## src/rtl/reset_seq_pkg.sv

```systemverilog
// Shared types for the reset sequencer: FSM states, reset-cause codes and
// the priority encoder that picks one cause when several sources fire at once.
package reset_seq_pkg;

  typedef enum logic [1:0] {
    StLock  = 2'd0,
    StHold  = 2'd1,
    StDrain = 2'd2,
    StRun   = 2'd3
  } state_e;

  typedef enum logic [1:0] {
    CausePor  = 2'd0,
    CauseLock = 2'd1,
    CauseBtn  = 2'd2,
    CauseSw   = 2'd3
  } cause_e;

  // Lock loss beats the button, which beats the software request.
  function automatic cause_e src_cause(logic lock_ok, logic btn, logic sw);
    if (!lock_ok) return CauseLock;
    if (btn) return CauseBtn;
    if (sw) return CauseSw;
    return CausePor;
  endfunction

endpackage

```

## src/rtl/reset_seq_sync_2ff.sv

```systemverilog
// Two-flop synchronizer for a single asynchronous level; both flops reset to
// ResetVal so the downstream logic sees a defined value during reset.
module reset_seq_sync_2ff #(
  parameter logic ResetVal = 1'b0
) (
  input  logic clk,
  input  logic rst_n,
  input  logic d,
  output logic q
);

  logic meta;

  always_ff @(posedge clk or negedge rst_n) begin
    if (!rst_n) begin
      meta <= ResetVal;
      q    <= ResetVal;
    end else begin
      meta <= d;
      q    <= meta;
    end
  end

endmodule

```

## src/rtl/reset_seq.sv

```systemverilog
// Reset sequencer: merges POR, PLL lock loss, button and software reset into one
// registered active-high reset. Optional button debounce via RSTSEQ_DEBOUNCE_EN.
module reset_seq
  import reset_seq_pkg::*;
#(
  parameter int unsigned HOLD_CYCLES = 160000,
  parameter int unsigned LOCK_STABLE = 1024,
  parameter int unsigned DEB_CYCLES  = 1600000,
  parameter int unsigned CNT_W       = 24
) (
  input  logic       clk,
  input  logic       inp_resn,
  input  logic       pll_locked,
  input  logic       btn_resn,
  input  logic       sw_res,
  output logic       res_out,
  output logic       ready,
  output logic [1:0] cause
);

  localparam logic [CNT_W-1:0] LockLoad = CNT_W'(LOCK_STABLE - 1);
  localparam logic [CNT_W-1:0] HoldLoad = CNT_W'(HOLD_CYCLES - 1);

  logic             lock_s;
  logic             btn_s;
  logic             btn_src;
  state_e           state_q;
  logic [CNT_W-1:0] cnt_q;
  logic             res_q;
  logic             ready_q;
  cause_e           cause_q;

  reset_seq_sync_2ff #(
    .ResetVal(1'b0)
  ) u_lock_sync (
    .clk  (clk),
    .rst_n(inp_resn),
    .d    (pll_locked),
    .q    (lock_s)
  );

  reset_seq_sync_2ff #(
    .ResetVal(1'b1)
  ) u_btn_sync (
    .clk  (clk),
    .rst_n(inp_resn),
    .d    (btn_resn),
    .q    (btn_s)
  );

`ifdef RSTSEQ_DEBOUNCE_EN
  localparam logic [CNT_W-1:0] DebLoad = CNT_W'(DEB_CYCLES - 1);

  logic [CNT_W-1:0] deb_cnt_q;
  logic             btn_deb_q;

  // Button counts only after DEB_CYCLES consecutive low samples; registered so
  // the FSM never sees a combinational glitch from the counter compare.
  always_ff @(posedge clk or negedge inp_resn) begin
    if (!inp_resn) begin
      deb_cnt_q <= DebLoad;
      btn_deb_q <= 1'b0;
    end else begin
      btn_deb_q <= !btn_s && (deb_cnt_q == '0);
      if (btn_s) begin
        deb_cnt_q <= DebLoad;
      end else if (deb_cnt_q != '0) begin
        deb_cnt_q <= deb_cnt_q - CNT_W'(1);
      end
    end
  end

  assign btn_src = btn_deb_q;
`else
  logic unused_deb;
  assign unused_deb = ^DEB_CYCLES;
  assign btn_src    = !btn_s;
`endif

  always_ff @(posedge clk or negedge inp_resn) begin
    if (!inp_resn) begin
      state_q <= StLock;
      cnt_q   <= LockLoad;
      res_q   <= 1'b1;
      ready_q <= 1'b0;
      cause_q <= CausePor;
    end else begin
      res_q   <= 1'b1;
      ready_q <= 1'b0;
      case (state_q)
        StLock: begin
          if (!lock_s) begin
            cnt_q <= LockLoad;
          end else if (cnt_q == '0) begin
            state_q <= StHold;
            cnt_q   <= HoldLoad;
          end else begin
            cnt_q <= cnt_q - CNT_W'(1);
          end
        end
        StHold: begin
          if (!lock_s) begin
            state_q <= StLock;
            cnt_q   <= LockLoad;
            cause_q <= CauseLock;
          end else if (btn_src) begin
            cnt_q   <= HoldLoad;
            cause_q <= CauseBtn;
          end else begin
            // A held software request is parked in StDrain once the hold expires.
            if (sw_res) cause_q <= CauseSw;
            if (cnt_q != '0) begin
              cnt_q <= cnt_q - CNT_W'(1);
            end else if (sw_res) begin
              state_q <= StDrain;
            end else begin
              state_q <= StRun;
              res_q   <= 1'b0;
              ready_q <= 1'b1;
            end
          end
        end
        StDrain: begin
          if (!lock_s) begin
            state_q <= StLock;
            cnt_q   <= LockLoad;
            cause_q <= CauseLock;
          end else if (!sw_res) begin
            state_q <= StHold;
            cnt_q   <= HoldLoad;
          end
        end
        StRun: begin
          if (!lock_s || btn_src || sw_res) begin
            cause_q <= src_cause(lock_s, btn_src, sw_res);
            if (!lock_s) begin
              state_q <= StLock;
              cnt_q   <= LockLoad;
            end else begin
              state_q <= StHold;
              cnt_q   <= HoldLoad;
            end
          end else begin
            res_q   <= 1'b0;
            ready_q <= 1'b1;
          end
        end
        default: begin
          state_q <= StLock;
          cnt_q   <= LockLoad;
        end
      endcase
    end
  end

  assign res_out = res_q;
  assign ready   = ready_q;
  assign cause   = cause_q;

endmodule

```

## config.mk

```make
export PLATFORM = sky130hd
export DESIGN_NAME = reset_seq
export DESIGN_NICKNAME = d
export VERILOG_FILES = /design/src/rtl/reset_seq_pkg.sv /design/src/rtl/reset_seq_sync_2ff.sv /design/src/rtl/reset_seq.sv
export SDC_FILE = /design/constraint.sdc
export NUM_CORES = 1
export LEC_CHECK = 0
export CELL_PAD_IN_SITES_DETAIL_PLACEMENT = 0
export CELL_PAD_IN_SITES_GLOBAL_PLACEMENT = 1
export CORE_MARGIN = 8
export CORE_UTILIZATION = 47
export DETAILED_ROUTE_END_ITERATION = 10
export GPL_TIMING_DRIVEN = 0
export PLACE_DENSITY_LB_ADDON = 0.1
export SLEW_MARGIN = 20
export SYNTH_ARGS = -nofsm -noshare
export SYNTH_HDL_FRONTEND = slang
export SYNTH_SLANG_ARGS = --single-unit
```

## constraint.sdc

```tcl
create_clock -name clk -period 3.1 [get_ports clk]
set_input_delay 0.31 -clock clk [delete_from_list [all_inputs] [get_ports clk]]
set_output_delay 0.31 -clock clk [all_outputs]
set_load 0.05 [all_outputs]
```

==> flow_summary.json <==
{
  "r2r_setup_slack_ps": 320,
  "fp.dieH_um": 81.5,
  "setup_viol": 0,
  "grt_pass1_vias": 1696,
  "grtUsageTotal_pct": 16.0,
  "cts-resized-gates": 0,
  "yosysSeqAreaShare_pct": 43.0,
  "grt_overflow": 0,
  "r2r_cells": 7,
  "synthesis.area_mm2": 0.00202,
  "maxSlewHeadroom_pct": 32.2,
  "io_buffers": 8,
  "place_area_mm2": 0.00218,
  "die_w_um": 81.5,
  "wl_per_cell_um": 17.9,
  "n_fill_cell": 392,
  "min_period_ps": 2780,
  "gp_congestion": 0.857,
  "clock-root-buffer": "clkbuf_8",
  "met1_usage_pct": 20.7,
  "rsz0062_at_grt": "false",
  "crit_required_ps": 3310,
  "synth.area.mux_share_pct": 0.993,
  "finalCritPeriodShare_pct": 89.7,
  "vias": 1707,
  "setup_total_negative_slack_ps": 0,
  "ys_seq_elements": 34,
  "synth_top_family_by_area": "simple AND/OR/NAND/NOR gates",
  "design_area_mm2": 0.00234,
  "crit_end": "cnt_q[18]",
  "fin_cells": 278,
  "critical_path_class": "reg -> reg",
  "synth_top_area_share_pct": 26.1,
  "start_util_pct": 47.6,
  "ant_nets": 0,
  "total_leakage_power_nw": 0.882,
  "whs_ps": 349,
  "yosys_most_used_dff": "dfrtp_1",
  "hpwl_um": 3610,
  "cts_tree": "done",
  "irDropWorstVdd_mv": 0.244,
  "via_per_inst": 6.14,
  "post-route-util_pct": 55.2,
  "cp-end-kind": "flop",
  "cts_made_buffers": 5,
  "post_cts_buffers": 0,
  "ys_types": 60,
  "worst_pin_slew_ps": 1020,
  "cp-start-kind": "flop",
  "dieArea_mm2": 0.00664,
  "p_total_mw": 1.01,
  "syn_inst": 208,
  "skew_ps": 10.6,
  "drcViolationCount": 0,
  "antenna_found_initial": 0,
  "regToRegStartpoint": "cnt_q[1]",
  "post_route_cells_drive_above_1_share_pct": 18.6,
  "cp.arrival_ps": 2990,
  "io_pins": 9,
  "wl_um": 4970,
  "clock_latency_ps": 290,
  "met3_usage_pct": 3.39,
  "synth-edff-count": 0,
  "cts_buffer_depth": 2,
  "area_growth_pct": 15.9,
  "grt.busiest_layer": "met2",
  "rows": 24,
  "dp.cells": 269,
  "synthSimpleGateAreaFrac_pct": 26.6,
  "slew_violations": 0,
  "grt_max_degree": 19,
  "drtIter0Drc": 132,
  "antenna_cells": 0,
  "synthAdderAreaFrac_pct": 1.24,
  "met2_usage_pct": 25.7,
  "grt_pass1_wl_um": 8250,
  "worst_slack_ps": 318,
  "synth.largest_area_cell": "dfrtp_1",
  "yosys_warnings": 0,
  "avgSynthCellArea_um2": 9.69,
  "htreeDepth": 2,
  "dr.pass1.iters": 4,
  "hold_path_class": "reg -> reg",
  "postSynth.asyncResetShare_pct": 100,
  "clk_pin_slew_ps": 70,
  "cp_max_fo": 7,
  "core_mm2": 0.00423,
  "place_ws_ps": 375,
  "syn_nets": 215,
  "power_density_mw_per_mm2": 434,
  "maxCapViolations": 0,
  "synth_compound_area_share_pct": 22.3,
  "synth_common_cells": "dfrtp_1, nor2_1, dfstp_2, a21oi_1, or4_1",
  "finalHoldViolations": 0,
  "finalNetCount": 232,
  "synthXorXnorAreaFrac_pct": 1.30,
  "status": "finished, final reports clean",
  "cts.sink_count": 34,
  "synth.area.top_cells": "dfrtp_1, dfstp_2, nor2_1, or4_1, a21oi_1",
  "r2r-end": "cnt_q[18]",
  "crit_path_start": "cnt_q[1]",
  "max_freq_mhz": 359
}
## how the worst min path moves through the flow
stage,depth (start not counted),startpoint,slack (ps),end
3_5_place_dp,1,inp_resn,280,cause[1]
2_1_floorplan,0,inp_resn,10,cause[0]
3_3_place_gp,0,u_lock_sync.meta,330,u_lock_sync.q
5_1_grt,0,u_btn_sync.meta,350,u_btn_sync.q
6_report,0,u_lock_sync.meta,350,u_lock_sync.q
4_1_cts,0,u_lock_sync.meta,350,u_lock_sync.q
## registers in the layout (all words and copies together), names as in the netlist
name	flops
res_out	1
state_q	2
u_btn_sync.q	1
ready	1
u_lock_sync.q	1
u_lock_sync.meta	1
u_btn_sync.meta	1
cnt_q	24
cause	2
## cells in the final DEF, fill, tap and decap left out, types with 3 or more instances in the layout
cell type,synthesis,layout
o41ai_1,3,3
o31ai_1,4,4
o21ai_0,7,7
a22o_1,3,3
a21oi_2,5,5
a21oi_1,10,10
nand3_1,5,5
nand2b_1,5,5
xor2_1,3,3
inv_1,3,3
clkbuf_8,0,6
clkdlybuf4s50_1,0,7
nor2_1,21,21
clkbuf_1,7,7
dfrtp_1,21,21
nor4_1,6,6
nand2_1,8,8
or4_1,9,9
nor3_1,5,5
dfstp_2,13,13
or3_1,6,6
o21ai_1,3,3
and3_1,3,3
nand4b_1,4,4
a31oi_1,4,4
## worst max-delay path, cell delays in order (launching register included)
cell and delay, ps:
dfstp_2 380, inv_1 90, ha_1 200, nor3b_1 840, and4_1 380, o211ai_1 190, or4_1 440, a21oi_1 160
## power by group
part | internal, mW | total, mW | switching, mW
registers | 0.453 | 0.459 | 0.00608
clock network | 0.343 | 0.509 | 0.166
logic | 0.0179 | 0.0455 | 0.0276
total | 0.814 | 1.01 | 0.199
## per-layer routing
layer / wire [um] / vias to the layer above
met5: 0 / -
met3: 216 / 2
met4: 14 / 0
met2: 2490 / 35
met1: 2250 / 833
li1: - / 837
## layout make-up
| type | count | area [um^2] | area share (%) |
|---|---|---|---|
| buffer | 11 | 70.1 | 3.00 |
| sequential | 34 | 867 | 37.1 |
| tap | 52 | 65.1 | 2.79 |
| timing repair buffer | 10 | 113 | 4.82 |
| clock inverter | 2 | 60.1 | 2.57 |
| multi-input combinational | 159 | 1060 | 45.3 |
| inverter | 4 | 20.0 | 0.857 |
| clock buffer | 6 | 82.6 | 3.54 |
## cell families after synthesis
family / after synthesis
fa+ha+maj: 2
buf+inv: 15
xor+xnor: 3
compound gates: 61
flops: 34
simple gates: 91
mux: 2
## timing repair
action,CTS,global route
endpoints found under the hold margin,9,0
endpoints found under the setup margin,0,0
hold buffers,1,0
Power figures use the tool's default switching activity.
